**src/rtl/clock_enable_sequencer.sv**
```systemverilog
// Staggered per-channel reset release and clock-enable dividers behind the PLL.
// Optional lock filter: define CLKGEN_LOCK_FILTER_EN.
module clock_enable_sequencer #(
  parameter int NUM_CH     = 2,
  parameter int DIV_W      = 8,
  parameter int RST_CYCLES = 32,
  parameter int STAGGER    = 16
) (
  input  logic                    clk,
  input  logic                    reset_n,
  input  logic                    pll_locked,
  input  logic [NUM_CH*DIV_W-1:0] div_ratio,
  input  logic [NUM_CH-1:0]       div_load,
  output logic [NUM_CH-1:0]       ce_out,
  output logic [NUM_CH-1:0]       clk_div_out,
  output logic [NUM_CH-1:0]       rst_out,
  output logic                    all_ready
);

  localparam int LAST = RST_CYCLES + (NUM_CH - 1) * STAGGER;
  localparam int CW   = $clog2(LAST + 1);

  typedef enum logic [1:0] {
    WAIT_LOCK,
    COUNT,
    RUN
  } state_t;

  state_t              state;
  logic                lock_m;
  logic                lock_s;
  logic [CW-1:0]       seq_cnt;
  logic [CW-1:0]       cnt_nxt;
  logic [NUM_CH-1:0]   rst_d;
`ifdef CLKGEN_LOCK_FILTER_EN
  logic [3:0]          filt;
  logic                filt_ok;
`endif

  assign cnt_nxt = seq_cnt + 1'b1;

  // Next reset vector; dividers key off this so the first ce lands on time.
  always_comb begin
    rst_d = rst_out;
    if (!lock_s) begin
      rst_d = '1;
    end else if (state == COUNT) begin
      for (int i = 0; i < NUM_CH; i++) begin
        if (cnt_nxt == CW'(RST_CYCLES + i * STAGGER)) rst_d[i] = 1'b0;
      end
    end
  end

  always_ff @(posedge clk or negedge reset_n) begin
    if (!reset_n) begin
      lock_m    <= 1'b0;
      lock_s    <= 1'b0;
      state     <= WAIT_LOCK;
      seq_cnt   <= '0;
      rst_out   <= '1;
      all_ready <= 1'b0;
`ifdef CLKGEN_LOCK_FILTER_EN
      filt      <= '0;
      filt_ok   <= 1'b0;
`endif
    end else begin
      lock_m    <= pll_locked;
      lock_s    <= lock_m;
      rst_out   <= rst_d;
      all_ready <= ~|rst_out;
      if (!lock_s) begin
        state   <= WAIT_LOCK;
        seq_cnt <= '0;
`ifdef CLKGEN_LOCK_FILTER_EN
        filt    <= '0;
        filt_ok <= 1'b0;
`endif
      end else begin
        unique case (state)
          WAIT_LOCK: begin
            seq_cnt <= '0;
`ifdef CLKGEN_LOCK_FILTER_EN
            if (filt_ok) state <= COUNT;
            else if (filt == 4'hf) filt_ok <= 1'b1;
            else filt <= filt + 4'd1;
`else
            state <= COUNT;
`endif
          end
          COUNT: begin
            seq_cnt <= cnt_nxt;
            if (cnt_nxt == CW'(LAST)) state <= RUN;
          end
          RUN: begin
          end
          default: state <= WAIT_LOCK;
        endcase
      end
    end
  end

  for (genvar g = 0; g < NUM_CH; g++) begin : g_ch
    logic [DIV_W-1:0] act;
    logic [DIV_W-1:0] pend;
    logic             pend_v;
    logic [DIV_W-1:0] cnt;
    logic [DIV_W-1:0] last;
    logic [DIV_W-1:0] r_in;
    logic             ce_q;
    logic             div_q;

    assign r_in           = div_ratio[g*DIV_W +: DIV_W];
    assign last           = (act == '0) ? '0 : act - 1'b1;
    assign ce_out[g]      = ce_q;
    assign clk_div_out[g] = div_q;

    // A pending ratio only takes effect at terminal count.
    always_ff @(posedge clk or negedge reset_n) begin
      if (!reset_n) begin
        act    <= DIV_W'(1);
        pend   <= '0;
        pend_v <= 1'b0;
        cnt    <= '0;
        ce_q   <= 1'b0;
        div_q  <= 1'b0;
      end else begin
        if (rst_d[g]) begin
          cnt   <= '0;
          ce_q  <= 1'b0;
          div_q <= 1'b0;
        end else if (cnt == last) begin
          cnt   <= '0;
          ce_q  <= 1'b1;
          div_q <= ~div_q;
          if (pend_v) begin
            act    <= pend;
            pend_v <= 1'b0;
          end
        end else begin
          cnt  <= cnt + 1'b1;
          ce_q <= 1'b0;
        end
        if (div_load[g]) begin
          if (rst_out[g]) begin
            act    <= r_in;
            pend_v <= 1'b0;
          end else begin
            pend   <= r_in;
            pend_v <= 1'b1;
          end
        end
      end
    end
  end

endmodule

```
**config.mk**
```make
export PLATFORM = sky130hd
export DESIGN_NAME = clock_enable_sequencer
export DESIGN_NICKNAME = d
export VERILOG_FILES = /design/src/rtl/clock_enable_sequencer.sv
export SDC_FILE = /design/constraint.sdc
export NUM_CORES = 1
export LEC_CHECK = 0
export BUFFER_PORTS_ARGS = -buffer_cell sky130_fd_sc_hd__buf_2
export CORE_MARGIN = 1.5
export CORE_UTILIZATION = 40
export CTS_CLUSTER_SIZE = 25
export DETAILED_ROUTE_END_ITERATION = 7
export MAX_ROUTING_LAYER = met4
export SYNTH_ARGS = -nofsm -noshare
export SYNTH_HDL_FRONTEND = slang
export SYNTH_SLANG_ARGS = --single-unit
```
**constraint.sdc**
```tcl
create_clock -name clk -period 3.62 [get_ports clk]
set_input_delay 0.543 -clock clk [delete_from_list [all_inputs] [get_ports clk]]
set_output_delay 0.543 -clock clk [all_outputs]
set_load 0.02 [all_outputs]
```
==> results.txt <==
----------------------------------------------------
[Routing]
  Violation count after the first detailed-route iteration ... 124
  Detail-routed via count per cell ... 5.401
  WL/cell ... 14.01 µm
  Vias ... 2938
  Count of nets left with antenna violations after detail routing ... 0
  Post-detailed-route DRC marker count ... 0
  Routed Wire Length ... 7619 µm
  Drt first pass iters ... 6

[STA]
  Highest achievable clock rate ... 315.6 MHz
  Worst setup skew after layout ... 0.007089 ns
  Count of final max-slew check failures ... 0
  Period utilization ... 87.52%
  Final TNS setup ... 0 ns
  Final number of hold-violating endpoints ... 0
  Post-route minimum period ... 3.168 ns
  Minimum hold slack ... 0.2881 ns
  Rel. slew slack ... 46.98%
  RSZ-0062 raised after global routing ... no
  Setup violation total in the final timing report ... 0
  Least-Margin Pin Slew ... 0.7953 ns
  Slack of the critical path ... 0.4517 ns

[Setup path]
  Worst-path cell chain ... inv_1 -> ha_1 -> or4b_2 -> or2_2 -> a211oi_1 -> a21oi_1 -> nor4b_4 -> and3b_1 -> a221o_1
  Startpoint Class ... flop
  Crit path DAT ... 3.44 ns
  Cell family with most CP delay ... simple AND/OR/NAND/NOR gates
  Number of buffers and inverters on the critical path ... 1
  Data required time of the worst path ... 3.89 ns
  Crit path max-delay cell type ... sky130_fd_sc_hd__or4b_2
  Critical Setup Path Class ... reg2reg
  Maximum fanout count along the critical path ... 8
  Delay of the slowest cell on the worst path ... 0.67 ns
  Capturing element type of the critical path ... flop

[Clock network]
  Cell at the root of the clock tree ... sky130_fd_sc_hd__clkbuf_8
  Insertion delay to the later sink of the worst-skew pair ... 0.33 ns
  Clock Tree Buf Depth ... 2
  Deepest level of the CTS H-tree ... 3
  Total clock sinks ... 67
  Clock transition at the registers of the reported paths ... 0.07 ns
  CTS tree ... yes
  Count of cells resized by post-cts repair ... 0
  Number of hold buffers added after CTS ... 0
  Clock buffer count from CTS ... 9
  Setup Fix Bufs, Post-CTS ... 0

[GRT]
  Global routing usage summed across all routing layers ... 17.28%
  Via count of the first global-routing pass ... 2847
  Wire length of the first global-routing pass ... 13670 µm
  Pin count of the biggest net entering global routing ... 38
  Number of antenna violations at the first check in global routing ... 0
  Total gr overflow ... 0

[Placed design]
  Weighted congestion reported at the end of routability-driven placement ... 0.8077
  Port Buf Inserts ... 27
  Detailed placement HPWL ... 5602 µm
  Dpl ws ... 0.4757 ns

[Floorplanning]
  Total Die Area ... 10180 µm²
  Die W ... 100.9 µm
  Number of placement rows ... 35
  Die height ... 100.9 µm
  Floorplan Core Area ... 9284 µm²
  Count of pins on the block boundary ... 28
  Starting density of the core ... 41.31%

[Synth]
  Post-synthesis share of cell area spent on xor and xnor gates ... 5.938%
  Syn Std Cell Area ... 3835 µm²
  Warning count from the yosys run ... 0
  Area contributors post-synth ... sky130_fd_sc_hd__dfrtp_1 41%, sky130_fd_sc_hd__mux2_2 5.0%, sky130_fd_sc_hd__nor2_1 4.3%, sky130_fd_sc_hd__nand3_1 3.4%, sky130_fd_sc_hd__xor2_1 3.2%
  Most frequently used flop master after synthesis ... sky130_fd_sc_hd__dfrtp_1
  Top-area cell type share of the netlist area ... 41.11%
  Simple-gate share of the synthesized area ... 22.35%
  Async set or reset register ratio after synthesis ... 100.0%
  Per-instance average area after synthesis ... 9.783 µm²
  Number of synthesized flops with an enable pin ... 0
  Post-synthesis cell type count ... 65
  Proportion of synthesized area in mux cells ... 5.253%
  Fraction of the mapped netlist area in compound gates ... 15.86%
  Flip-flop and latch count after synthesis ... 67
  Sequential cell area fraction in the yosys report ... 43.85%
  Top cell type by total area after synthesis ... sky130_fd_sc_hd__dfrtp_1
  Largest family of logic cells by synthesized area ... simple AND/OR/NAND/NOR gates
  Total nets after synthesis ... 418
  Syn Inst Count ... 392
  Adder-cell share of the synthesized area ... 1.631%

[Finish]
  Net count of the finished layout ... 436
  Fraction of final layout cells with drive strength greater than 1 ... 19.76%
  Antenna diode count ... 0
  Relative area change from synthesis to final layout ... 10.38%

[Power]
  Worst supply voltage drop on vdd ... 285.0 µV
  Share of power burned in registers ... 50.3%
  Gate power share ... 11.2%
  Clock network fraction of total power ... 38.6%
  Total power density per cell area ... 388.5 nW/µm²
  Net Switching ... 0.4184 mW
  Final Total Pwr ... 1.644 mW
  Internal portion of total power ... 1.226 mW
  LEAKAGE ... 1.799 nW
  Switching share of total power ... 25.44%

[Hold path]
  Worst min-delay path category ... in2async

[Status]
  Outcome ... complete, no violations

[Job]
  Number of max-cap violations ... 0

----------------------------------------------------
## cell usage after synthesis, drive strengths merged, types with 7 or more instances
master and count:
xor2 14, nand3 26, nand2 7, dfrtp 63
buf 11, nor2 44, nor3 9, clkbuf 12
mux2 17, inv 18, a221o 9, and3 15
a21oi 13, o21ai 17, xnor2 12, a31oi 12
## kinds of logic (layout without fill, tap and decap cells)
| family | after synthesis | in the layout |
|---|---|---|
| buffers and inverters | 42 | 65 |
| and+or+nand+nor | 149 | 149 |
| muxes | 18 | 18 |
| AOI/OAI and AO/OA | 85 | 85 |
| DFF | 67 | 67 |
| xor gates and xnor gates | 26 | 26 |
| adders and majority gates | 5 | 5 |
## area by class of cell
class                      count  area [µm²]
clock buffer                  12       155.1
clock inverter                 4       48.80
fill                         928        5051
sequential                    67        1682
timing repair buffer          30       157.7
multi-input combinational    283        1957
tap                          129       161.4
inverter                      19       71.32
## worst paths after layout
path / from / end / slack (ns) / depth (start not counted)
setup / recovery: g_ch[1].act[1] / g_ch[1].act[6] / 0.45 / 9
hold reg to reg: lock_m / lock_s / 0.35 / 0
min in group clk: pll_locked / lock_m / 0.31 / 1
max in group asynchronous: reset_n / rst_out[1] / 2.55 / 2
hold / removal: reset_n / g_ch[0].act[4] / 0.29 / 1
setup reg to reg: g_ch[1].act[1] / g_ch[1].act[6] / 0.45 / 9
## power by group through the flow
stage	clock network [mW]	registers (mW)	logic, mW
final	0.634	0.826	0.184
after global routing	0.691	0.834	0.209
after CTS	0.654	0.826	0.187
after detailed placement	0	0.841	0.186
after global placement	0	0.839	0.184
after floorplan	0	0.815	0.155
## per-stage QoR
step                cell area, µm²  std cells  utilization (%)
floorplan                     3835        392                -
global placement              4029        528            43.40
detailed placement            4029        528            43.40
CTS                           4233        544            45.59
global route                  4233        544            45.59
finish                        4233        544            45.59
## routing by layer
metal / GRT usage, % / up-vias / share of wire [%]
li1: - / 1452 / -
met1: 23.60 / 1452 / 50
met2: 26.30 / 30 / 46
met3: 3.814 / 4 / 2.7
met4: 4.167 / 0 / 0.85
met5: - / - / 0
## state kept, by name, indices dropped and copies added (netlist names)
name / cells
seq_cnt: 6
lock_m: 1
all_ready: 1
lock_s: 1
g_ch.ce_q: 2
g_ch.cnt: 16
g_ch.pend: 16
g_ch.act: 16
g_ch.div_q: 2
state: 2
g_ch.pend_v: 2
rst_out: 2
## layout by cell type, fill, tap and decap left out, types with 3 or more instances in the layout
master and instances:
sky130_fd_sc_hd__nand3_1 26, sky130_fd_sc_hd__dfrtp_1 63, sky130_fd_sc_hd__clkbuf_8 11, sky130_fd_sc_hd__a221o_1 9, sky130_fd_sc_hd__a211o_1 3, sky130_fd_sc_hd__and3_1 14, sky130_fd_sc_hd__o21ai_0 16, sky130_fd_sc_hd__mux2_2 17
sky130_fd_sc_hd__a21oi_1 11, sky130_fd_sc_hd__nor2_1 44, sky130_fd_sc_hd__nand2b_1 6, sky130_fd_sc_hd__nand2_1 7, sky130_fd_sc_hd__nor2b_1 6, sky130_fd_sc_hd__buf_4 3, sky130_fd_sc_hd__nor3_1 9, sky130_fd_sc_hd__xor2_1 14
sky130_fd_sc_hd__a21o_1 6, sky130_fd_sc_hd__or2_2 5, sky130_fd_sc_hd__a31oi_1 12, sky130_fd_sc_hd__dfstp_2 4, sky130_fd_sc_hd__a311oi_1 3, sky130_fd_sc_hd__buf_2 27, sky130_fd_sc_hd__o21bai_1 3, sky130_fd_sc_hd__ha_1 5
sky130_fd_sc_hd__o22ai_1 3, sky130_fd_sc_hd__inv_1 18, sky130_fd_sc_hd__xnor2_1 12, sky130_fd_sc_hd__or4_1 3, sky130_fd_sc_hd__or3_1 4, sky130_fd_sc_hd__and2_1 3
(Power assumes the default switching activity.)
